$ cat src/rtl/mem_stage.sv
// Pipeline memory stage: issues data-memory requests for loads/stores, stalls upstream until
// ack or timeout, and registers writeback. Optional macro MEM_STAGE_ALIGN_CHECK_EN rejects unaligned Lw/Sw.
module mem_stage (
  input  logic        clk,
  input  logic        rst,
  input  logic [5:0]  op_i,
  input  logic [31:0] regcData_i,
  input  logic [31:0] storeData_i,
  input  logic        regcWrite_i,
  input  logic [4:0]  regcAddr_i,
  output logic        memReq,
  output logic        memWe,
  output logic [31:0] memAddr,
  output logic [3:0]  memBe,
  output logic [31:0] memWdata,
  input  logic        memAck,
  input  logic [31:0] memRdata,
  output logic        stall,
  output logic [31:0] regcData,
  output logic        regcWrite,
  output logic [4:0]  regcAddr,
  output logic        alignErr,
  output logic        busErr
);

  localparam logic [5:0] OP_LW  = 6'b100011;
  localparam logic [5:0] OP_LB  = 6'b100000;
  localparam logic [5:0] OP_LBU = 6'b100100;
  localparam logic [5:0] OP_SW  = 6'b101011;
  localparam logic [5:0] OP_SB  = 6'b101000;

  typedef enum logic {
    IDLE = 1'b0,
    BUSY = 1'b1
  } state_t;

  state_t      state_q, state_d;
  logic [7:0]  cnt_q, cnt_d;
  logic [29:0] addr_q, addr_d;
  logic [1:0]  off_q, off_d;
  logic [3:0]  be_q, be_d;
  logic [31:0] wdata_q, wdata_d;
  logic        we_q, we_d;
  logic        load_q, load_d;
  logic        byte_q, byte_d;
  logic        sext_q, sext_d;
  logic        wr_q, wr_d;
  logic [4:0]  dest_q, dest_d;
  logic [31:0] regcData_q, regcData_d;
  logic        regcWrite_q, regcWrite_d;
  logic [4:0]  regcAddr_q, regcAddr_d;
  logic        busErr_q, busErr_d;

  logic        is_mem, is_load, is_store, is_byte, is_sext;
  logic        align_fault, start_access, timeout, busy;
  logic [7:0]  rd_byte;
  logic [31:0] load_data;

  always_comb begin
    is_load  = 1'b0;
    is_store = 1'b0;
    is_byte  = 1'b0;
    is_sext  = 1'b0;
    unique case (op_i)
      OP_LW:  is_load = 1'b1;
      OP_LB:  begin is_load = 1'b1; is_byte = 1'b1; is_sext = 1'b1; end
      OP_LBU: begin is_load = 1'b1; is_byte = 1'b1; end
      OP_SW:  is_store = 1'b1;
      OP_SB:  begin is_store = 1'b1; is_byte = 1'b1; end
      default: ;
    endcase
    is_mem = is_load | is_store;
  end

`ifdef MEM_STAGE_ALIGN_CHECK_EN
  logic alignErr_q, alignErr_d;
  assign align_fault = is_mem & ~is_byte & (regcData_i[1:0] != 2'b00);
  assign alignErr    = alignErr_q;
`else
  // Word accesses simply drop the low address bits.
  assign align_fault = 1'b0;
  assign alignErr    = 1'b0;
`endif

  assign start_access = (state_q == IDLE) & is_mem & ~align_fault;
  assign timeout      = (cnt_q == 8'hFF);
  assign busy         = (state_q == BUSY) & ~rst;

  always_comb begin
    rd_byte = memRdata[7:0];
    case (off_q)
      2'd0: rd_byte = memRdata[7:0];
      2'd1: rd_byte = memRdata[15:8];
      2'd2: rd_byte = memRdata[23:16];
      2'd3: rd_byte = memRdata[31:24];
      default: ;
    endcase
    if (!byte_q)
      load_data = memRdata;
    else if (sext_q)
      load_data = {{24{rd_byte[7]}}, rd_byte};
    else
      load_data = {24'h0, rd_byte};
  end

  always_comb begin
    state_d     = state_q;
    cnt_d       = cnt_q;
    addr_d      = addr_q;
    off_d       = off_q;
    be_d        = be_q;
    wdata_d     = wdata_q;
    we_d        = we_q;
    load_d      = load_q;
    byte_d      = byte_q;
    sext_d      = sext_q;
    wr_d        = wr_q;
    dest_d      = dest_q;
    regcData_d  = regcData_q;
    regcWrite_d = regcWrite_q;
    regcAddr_d  = regcAddr_q;
    busErr_d    = 1'b0;
`ifdef MEM_STAGE_ALIGN_CHECK_EN
    alignErr_d  = 1'b0;
`endif
    unique case (state_q)
      IDLE: begin
        if (start_access) begin
          state_d     = BUSY;
          cnt_d       = 8'd0;
          addr_d      = regcData_i[31:2];
          off_d       = regcData_i[1:0];
          we_d        = is_store;
          load_d      = is_load;
          byte_d      = is_byte;
          sext_d      = is_sext;
          wr_d        = regcWrite_i;
          dest_d      = regcAddr_i;
          be_d        = is_byte ? (4'b0001 << regcData_i[1:0]) : 4'b1111;
          wdata_d     = is_byte ? {4{storeData_i[7:0]}} : storeData_i;
          regcWrite_d = 1'b0;
`ifdef MEM_STAGE_ALIGN_CHECK_EN
        end else if (align_fault) begin
          alignErr_d  = 1'b1;
          regcWrite_d = 1'b0;
`endif
        end else begin
          regcData_d  = regcData_i;
          regcWrite_d = regcWrite_i;
          regcAddr_d  = regcAddr_i;
        end
      end
      BUSY: begin
        // An ack in the final counted cycle still wins over the timeout.
        if (memAck) begin
          state_d = IDLE;
          if (load_q) begin
            regcData_d  = load_data;
            regcWrite_d = wr_q;
            regcAddr_d  = dest_q;
          end else begin
            regcWrite_d = 1'b0;
          end
        end else if (timeout) begin
          state_d     = IDLE;
          busErr_d    = 1'b1;
          regcWrite_d = 1'b0;
        end else begin
          cnt_d = cnt_q + 8'd1;
        end
      end
      default: state_d = IDLE;
    endcase
  end

  always_ff @(posedge clk) begin
    if (rst) begin
      state_q     <= IDLE;
      cnt_q       <= 8'd0;
      addr_q      <= 30'd0;
      off_q       <= 2'd0;
      be_q        <= 4'd0;
      wdata_q     <= 32'd0;
      we_q        <= 1'b0;
      load_q      <= 1'b0;
      byte_q      <= 1'b0;
      sext_q      <= 1'b0;
      wr_q        <= 1'b0;
      dest_q      <= 5'd0;
      regcData_q  <= 32'd0;
      regcWrite_q <= 1'b0;
      regcAddr_q  <= 5'd0;
      busErr_q    <= 1'b0;
`ifdef MEM_STAGE_ALIGN_CHECK_EN
      alignErr_q  <= 1'b0;
`endif
    end else begin
      state_q     <= state_d;
      cnt_q       <= cnt_d;
      addr_q      <= addr_d;
      off_q       <= off_d;
      be_q        <= be_d;
      wdata_q     <= wdata_d;
      we_q        <= we_d;
      load_q      <= load_d;
      byte_q      <= byte_d;
      sext_q      <= sext_d;
      wr_q        <= wr_d;
      dest_q      <= dest_d;
      regcData_q  <= regcData_d;
      regcWrite_q <= regcWrite_d;
      regcAddr_q  <= regcAddr_d;
      busErr_q    <= busErr_d;
`ifdef MEM_STAGE_ALIGN_CHECK_EN
      alignErr_q  <= alignErr_d;
`endif
    end
  end

  assign memReq    = busy;
  assign memWe     = busy & we_q;
  assign memAddr   = busy ? {addr_q, 2'b00} : 32'd0;
  assign memBe     = busy ? be_q : 4'd0;
  assign memWdata  = busy ? wdata_q : 32'd0;
  assign stall     = ~rst & (start_access | (busy & ~memAck & ~timeout));
  assign regcData  = regcData_q;
  assign regcWrite = regcWrite_q;
  assign regcAddr  = regcAddr_q;
  assign busErr    = busErr_q;

endmodule

$ cat config.mk
export PLATFORM = sky130hd
export DESIGN_NAME = mem_stage
export DESIGN_NICKNAME = d
export VERILOG_FILES = /design/src/rtl/mem_stage.sv
export SDC_FILE = /design/constraint.sdc
export NUM_CORES = 1
export LEC_CHECK = 0
export CORE_UTILIZATION = 45
export DETAILED_ROUTE_END_ITERATION = 7
export PLACE_DENSITY = 0.81
export SYNTH_ARGS = -nofsm -noshare
export SYNTH_HDL_FRONTEND = slang
export SYNTH_SLANG_ARGS = --single-unit
$ cat constraint.sdc
create_clock -name clk -period 2.85 [get_ports clk]
set_input_delay 0.7125 -clock clk [delete_from_list [all_inputs] [get_ports clk]]
set_output_delay 0.7125 -clock clk [all_outputs]
set_load 0.05 [all_outputs]
==> qor.txt, run 1 <==
==================================================================================================
Count of port buffers added during placement                                                   218
Startpoint class of the critical path                                                    input pin
Core Util, Final                                                                             74.1%
CTS tree                                                                                       yes
Tightest Pin Transition                                                                   0.998 ns
Crit-path max cell delay                                                                   0.36 ns
Required time of the worst setup path                                                      2.14 ns
Ys flop type                                                                          sky130_fd_sc_hd__dfxtp_1
Core area                                                                              13300 sq um
Largest delay contributor family on the critical path                                 compound AO/OA/AOI/OAI gates
Root buffer cell                                                                      sky130_fd_sc_hd__clkbuf_16
Sum of net half-perimeters after detailed placement                                   14200 microns
HP Class                                                                              flip-flop to flip-flop
Worst-case clock skew                                                                   0.00530 ns
Path type of the worst setup path                                                     input pin to primary output
DRC violations left                                                                              0
Clock transition time at the flip-flop clock pins of the worst setup and hold paths        0.05 ns
Clock period minus worst slack                                                             2.74 ns
CTS Sinks                                                                                      126
IR drop worst, VDD                                                                      0.000359 V
Overflow after GRT                                                                               0
RSZ-0062 raised after global routing                                                         false
Part of the Yosys area used for sequential elements                                          41.0%
First-pass iteration count of the detailed router                                                5
Die width                                                                              119 microns
Number of standard cells after synthesis                                                       756
Maximum fanout encountered on the critical timing path                                           2
Maximum capacitance violations                                                                   0
Maximum clock frequency                                                                  0.365 GHz
Data arrival time at the worst-slack endpoint                                              2.03 ns
Final ANT Viol Nets                                                                              0
Status                                                                                finished clean
Detailed-route wire length                                                            20400 microns
Gpl congestion                                                                               0.866
Crit end category                                                                     primary output
Buffers from clock root to sink, at most                                                         2
Final critical-path share of the clock period                                                96.1%
Number of synthesized register bits                                                            126
Total power divided by cell area                                                       484 nW/um^2
Routed vias/inst                                                                              5.50
Overall via count from detail_route                                                           6288
Die Span Y                                                                             119 microns
WL/cell                                                                               17.8 microns
Synth unique cells                                                                              43
Headroom to the max-slew limit                                                               33.5%
Largest net degree at the start of global routing                                               92
Die area                                                                               14100 sq um
Count of standard-cell rows                                                                     42
Number of buffers created by CTS                                                                17
Wire length of the first global-routing pass                                          32500 microns
Number of I/O pins                                                                             222
List of cells traversed by the critical path                                          dlygate4sd2_1, a211o_1, a211o_4, a21oi_4, buf_12
Setup-violating endpoint count in the final report                                               0
Leakage Power                                                                              3.70 nW
Initial antenna violation count                                                                  0
Number of antenna cells inserted                                                                 0
Crit path max-delay cell type                                                         sky130_fd_sc_hd__a211o_4
CP Buf/Inv Count                                                                                 2
Post-Syn Area                                                                           6150 sq um
Number of H-tree levels                                                                          4
Synthesis-to-finish area growth                                                              60.3%
Pins over their slew limit                                                                       0
Proportion of layout cells with a drive suffix above 1                                       14.8%
Avg Synthesized Cell Area                                                               8.13 sq um
Global routing usage summed across all routing layers                                        29.5%
Synth Warn #                                                                                     0
Clk_lat worst skew                                                                         0.42 ns
Final TNS setup                                                                               0 ns
Number of enable-type register cells in the synthesized netlist                                  0
1st-iter DRT viols                                                                             598
Initial Util                                                                                 46.3%
Async SR Flop Fraction                                                                          0%
Final Hold Fails                                                                                 0
Number of global-route vias before repair                                                     6032
# nets final                                                                                  1066
==================================================================================================
final timing paths:
check / start / to / slack, ns / cells past startpoint
setup / recovery: op_i[3] / stall / 0.11 / 5
hold / removal: addr_q[27]$_SDFFE_PP0P_ / addr_q[27]$_SDFFE_PP0P_ / 0.45 / 2
setup reg to reg: state_q$_SDFF_PP0_ / regcData[9]$_SDFFE_PP0P_ / 0.78 / 5
hold reg to reg: addr_q[27]$_SDFFE_PP0P_ / addr_q[27]$_SDFFE_PP0P_ / 0.45 / 2
logic make-up after synthesis:
| kind of cell | after synthesis | share of synthesized area, % |
|---|---|---|
| simple gates | 316 | 24.5 |
| compound gates | 192 | 22.0 |
| flops | 126 | 41.0 |
| buf+inv | 78 | 5.37 |
| mux | 39 | 6.37 |
| xor+xnor | 3 | 0.427 |
| fa+ha+maj | 1 | 0.203 |
| other cells | 1 | 0.0610 |
registers in the layout, summed over array words and instances (netlist names):
name	flops
byte_q	1
we_q	1
cnt_q	8
busErr	1
regcData	32
sext_q	1
wdata_q	32
be_q	4
state_q	1
load_q	1
off_q	2
wr_q	1
addr_q	30
regcAddr	5
regcWrite	1
dest_q	5
cell type report:
| cell class | instances | area, sq um |
|---|---|---|
| multi-input combinational | 554 | 3350 |
| timing repair buffer | 248 | 3170 |
| fill | 991 | 3440 |
| tap | 176 | 220 |
| sequential | 126 | 2520 |
| inverter | 7 | 26.3 |
| clock inverter | 6 | 55.1 |
| clock buffer | 26 | 519 |
per-layer routing:
metal	up-vias	global-route usage (%)	wire length, microns
li1	3037	-	-
met1	2941	35.8	8450
met5	-	0	0
met4	0	15.7	932
met3	66	8.05	1220
met2	244	47.5	9790
what timing repair did:
item / 4_1_cts / 5_1_grt
endpoints found under the setup margin: 1 / 0
gates resized for setup: 5 / 0
buffers inserted: 1 / 0
hold buffers: 0 / 0
endpoints found under the hold margin: 0 / 0
report_power, final:
| group | leakage (nW) | total (W) | internal, W | switching, W |
|---|---|---|---|---|
| sequential | 1.03 | 0.00189 | 0.00184 | 0.0000439 |
| clock | 0.290 | 0.00208 | 0.00133 | 0.000754 |
| combinational | 2.38 | 0.000795 | 0.000351 | 0.000445 |
synthesized netlist by cell type, types with 2 or more instances:
library cell | number | area (sq um)
sky130_fd_sc_hd__dfxtp_1 | 126 | 2520
sky130_fd_sc_hd__nand2_1 | 126 | 473
sky130_fd_sc_hd__a21oi_1 | 70 | 350
sky130_fd_sc_hd__and2_1 | 68 | 425
sky130_fd_sc_hd__nor2_1 | 61 | 229
sky130_fd_sc_hd__clkbuf_1 | 46 | 173
sky130_fd_sc_hd__mux2i_1 | 38 | 380
sky130_fd_sc_hd__a211oi_1 | 28 | 210
sky130_fd_sc_hd__nor2b_1 | 26 | 163
sky130_fd_sc_hd__o211ai_1 | 25 | 188
sky130_fd_sc_hd__o32ai_1 | 23 | 201
sky130_fd_sc_hd__buf_2 | 21 | 105
sky130_fd_sc_hd__nand2b_1 | 13 | 81.3
sky130_fd_sc_hd__o221ai_1 | 9 | 78.8
sky130_fd_sc_hd__a2bb2oi_1 | 7 | 61.3
sky130_fd_sc_hd__a311oi_1 | 6 | 52.6
sky130_fd_sc_hd__inv_1 | 6 | 22.5
sky130_fd_sc_hd__o21ai_0 | 6 | 30.0
sky130_fd_sc_hd__a211oi_2 | 5 | 62.6
sky130_fd_sc_hd__nand3_1 | 5 | 25.0
sky130_fd_sc_hd__nand4_1 | 5 | 31.3
sky130_fd_sc_hd__buf_4 | 3 | 22.5
sky130_fd_sc_hd__nand3b_1 | 3 | 22.5
sky130_fd_sc_hd__nor3_1 | 3 | 15.0
sky130_fd_sc_hd__o22ai_1 | 3 | 18.8
sky130_fd_sc_hd__o31ai_1 | 3 | 22.5
sky130_fd_sc_hd__a211o_1 | 2 | 17.5
sky130_fd_sc_hd__or3_1 | 2 | 12.5
sky130_fd_sc_hd__or4_1 | 2 | 15.0
sky130_fd_sc_hd__xnor2_1 | 2 | 17.5
placed cells by master, fill, tap and decap left out, drive strengths merged, types with 7 or more instances in the layout:
cell           count
o211ai            25
a2bb2oi            7
dfxtp            126
clkdlybuf4s50    144
mux2i             38
a21oi             70
nor2              61
a311oi             7
and2              68
clkbuf            26
nor2b             26
o221ai             9
a211oi            34
nand2            126
buf              100
nand2b            13
o32ai             23
stage by stage:
stage	std cells	power [W]	setup WS, ns	area (sq um)	hold WS, ns
finish	1143	0.00477	0.111	9860	0.447
global placement	1110	0.00270	-0.154	9270	0.437
detailed placement	1110	0.00271	-0.163	9270	0.442
CTS	1143	0.00480	0.121	9860	0.449
global route	1143	0.00493	0.0398	9860	0.464
floorplan	758	0.00235	-0.129	6160	0.432
worst reg2reg max path: cells and delay by family, from the launching register on:
family | cells | cell delay, ns
compound gates | 3 | 0.78
buf+inv | 2 | 0.78
flops | 1 | 0.41
No activity file was read; power rests on OpenSTA's default activity.
==> inputs of run 2 (changes only) <==
--- a/config.mk
+++ b/config.mk
@@ -5,9 +5,11 @@
 export SDC_FILE = /design/constraint.sdc
 export NUM_CORES = 1
 export LEC_CHECK = 0
-export CORE_UTILIZATION = 45
+export CELL_PAD_IN_SITES_DETAIL_PLACEMENT = 2
+export CELL_PAD_IN_SITES_GLOBAL_PLACEMENT = 2
+export CORE_UTILIZATION = 25
 export DETAILED_ROUTE_END_ITERATION = 7
-export PLACE_DENSITY = 0.81
+export PLACE_DENSITY_LB_ADDON = 0.1
 export SYNTH_ARGS = -nofsm -noshare
 export SYNTH_HDL_FRONTEND = slang
 export SYNTH_SLANG_ARGS = --single-unit
==> qor.txt, run 2 (synthesis gave the netlist of run 1 again) <==
==================================================================================================
Status                                                                                finished clean
Overflow after GRT                                                                               0
Worst Slack Setup Final                                                                   0.129 ns
Data arrival time at the worst-slack endpoint                                              2.01 ns
Design internal power                                                                    0.00361 W
Worst-case clock skew                                                                    0.0111 ns
Critical path endpoint                                                                       stall
Switching share of power                                                                     27.7%
Hold-fix buffer count after cts                                                                  0
Crit Reg-Reg Endpoint                                                                 regcData[5]$_SDFFE_PP0P_
CTS Sinks                                                                                      126
Maximum fanout encountered on the critical timing path                                           2
DRC violations left                                                                              0
Path type of the worst setup path                                                     input pin to primary output
Startpoint class of the critical path                                                    input pin
Clock transition time at the flip-flop clock pins of the worst setup and hold paths        0.05 ns
Filler cell count in the final layout                                                         2628
Clk_lat worst skew                                                                         0.42 ns
Number of I/O pins                                                                             222
Highest-count cells in the layout ignoring fill and taps                              sky130_fd_sc_hd__clkdlybuf4s50_1 (144), sky130_fd_sc_hd__nand2_1 (126), sky130_fd_sc_hd__dfxtp_1 (125), sky130_fd_sc_hd__buf_12 (76), sky130_fd_sc_hd__a21oi_1 (69)
Sum of net half-perimeters after detailed placement                                   18500 microns
Gpl congestion                                                                               0.839
Number of antenna cells inserted                                                                 0
Sequential cell fraction of total power                                                      37.9%
Commonest non-fill, non-tap cell in the layout                                        sky130_fd_sc_hd__clkdlybuf4s50_1
Clock network fraction of total power                                                        45.6%
Buffers from clock root to sink, at most                                                         2
Root buffer cell                                                                      sky130_fd_sc_hd__clkbuf_16
Die width                                                                              159 microns
Initial antenna violation count                                                                  2
Leakage Power                                                                              3.75 nW
R2R depth                                                                                        5
Overall via count from detail_route                                                           6385
Tightest Pin Transition                                                                   0.629 ns
Number of global-route vias before repair                                                     7178
Setup-violating endpoint count in the final report                                               0
Minimum setup slack among reg-to-reg paths                                                 0.78 ns
Pins over their slew limit                                                                       0
First-pass iteration count of the detailed router                                                4
Final critical-path share of the clock period                                                95.5%
Die area                                                                               25200 sq um
Synthesis-to-finish area growth                                                              64.9%
HP Class                                                                              flip-flop to flip-flop
Wire length of the first global-routing pass                                          41100 microns
Clock period minus worst slack                                                             2.72 ns
Crit end category                                                                     primary output
Final ANT Viol Nets                                                                              0
Maximum clock frequency                                                                  0.368 GHz
Proportion of power drawn by combinational gates                                             16.5%
Startpoint of the worst setup timing path                                                  op_i[3]
Number of H-tree levels                                                                          4
IR drop worst, VDD                                                                      0.000311 V
Largest net degree at the start of global routing                                              117
Die Span Y                                                                             159 microns
Total power divided by cell area                                                       492 nW/um^2
Final TNS setup                                                                               0 ns
Total power                                                                              0.00499 W
RSZ-0062 raised after global routing                                                         false
# nets final                                                                                  1073
Core area                                                                              24200 sq um
Switch Pwr                                                                               0.00138 W
WL/cell                                                                               19.7 microns
Worst-case setup slack after placement                                                   -0.111 ns
Headroom to the max-slew limit                                                               58.0%
Launch point of the worst reg-to-reg path                                             state_q$_SDFF_PP0_
Detailed-route wire length                                                            25600 microns
Final Hold Fails                                                                                 0
Initial Util                                                                                 25.4%
CTS tree                                                                                       yes
Count of port buffers added during placement                                                   218
Number of buffers created by CTS                                                                17
Proportion of layout cells with a drive suffix above 1                                       15.5%
Global routing usage summed across all routing layers                                        20.7%
Routed vias/inst                                                                              4.92
Core Util, Final                                                                             41.8%
Count of standard-cell rows                                                                     57
Maximum capacitance violations                                                                   0
1st-iter DRT viols                                                                             228
Required time of the worst setup path                                                      2.14 ns
==================================================================================================
## run 2: changes by cell type in the layout (fill, tap and decap cells not counted), sizes merged
cell / previous run / this run
clkbuf: 26 / 20
inv: 6 / 8
clkinv: 6 / 5
bufinv: 1 / 3
dlymetal6s2s: 0 / 1
clkinvlp: 0 / 3
buf: 100 / 107
dlygate4sd2: 4 / 3
## run 2: stage by stage
stage | instance area, sq um | hold WS, ns | std cells
floorplan | 6160 | 0.432 | 758
global placement | 9500 | 0.439 | 1262
detailed placement | 9500 | 0.448 | 1262
CTS | 10100 | 0.457 | 1296
global route | 10100 | 0.479 | 1298
finish | 10100 | 0.455 | 1298
## run 2: how the worst min path moves through the flow
| stage | startpoint | to | slack (ns) | cells after the start |
|---|---|---|---|---|
| after floorplan | addr_q[0]$_SDFFE_PP0P_ | addr_q[0]$_SDFFE_PP0P_ | 0.43 | 2 |
| after global placement | wdata_q[7]$_SDFFE_PP0P_ | wdata_q[7]$_SDFFE_PP0P_ | 0.44 | 2 |
| after detailed placement | addr_q[4]$_SDFFE_PP0P_ | addr_q[4]$_SDFFE_PP0P_ | 0.45 | 2 |
| after CTS | addr_q[4]$_SDFFE_PP0P_ | addr_q[4]$_SDFFE_PP0P_ | 0.46 | 2 |
| after global routing | addr_q[1]$_SDFFE_PP0P_ | addr_q[1]$_SDFFE_PP0P_ | 0.48 | 2 |
| final | addr_q[26]$_SDFFE_PP0P_ | addr_q[26]$_SDFFE_PP0P_ | 0.46 | 2 |
## run 2: critical path, stage by stage
cell	delay, ns
sky130_fd_sc_hd__dlygate4sd2_1	0.26
sky130_fd_sc_hd__a211o_1	0.35
sky130_fd_sc_hd__a211o_4	0.36
sky130_fd_sc_hd__a21oi_4	0.18
sky130_fd_sc_hd__buf_12	0.15
## run 2: power by group through the flow
| stage | sequential (W) | clock, W | combinational (W) |
|---|---|---|---|
| after floorplan | 0.00207 | 0 | 0.000278 |
| after global placement | 0.00193 | 0 | 0.000802 |
| after detailed placement | 0.00193 | 0 | 0.000823 |
| after CTS | 0.00189 | 0.00235 | 0.000831 |
| after global routing | 0.00190 | 0.00243 | 0.000877 |
| final | 0.00189 | 0.00228 | 0.000821 |
## run 2: layer usage
| metal | GRT usage, % | vias up | wire [microns] |
|---|---|---|---|
| li1 | - | 3044 | - |
| met1 | 24.9 | 3145 | 10900 |
| met2 | 35.6 | 172 | 12900 |
| met3 | 6.50 | 22 | 1570 |
| met4 | 4.94 | 2 | 271 |
| met5 | 0 | - | 13 |
## run 2: layout make-up
class | instances | area [sq um] | area share (%)
tap | 324 | 405 | 4.00
clock buffer | 20 | 447 | 4.40
sequential | 126 | 2520 | 24.9
multi-input combinational | 554 | 3350 | 33.0
inverter | 7 | 26.3 | 0.259
clock inverter | 12 | 161 | 1.59
timing repair buffer | 255 | 3230 | 31.9
## run 2: repair_timing
action / 4_1_cts / 5_1_grt
setup endpoints to repair: 1 / 1
resized for setup: 4 / 2
buffers inserted: 2 / 2
pin swaps: 3 / 1
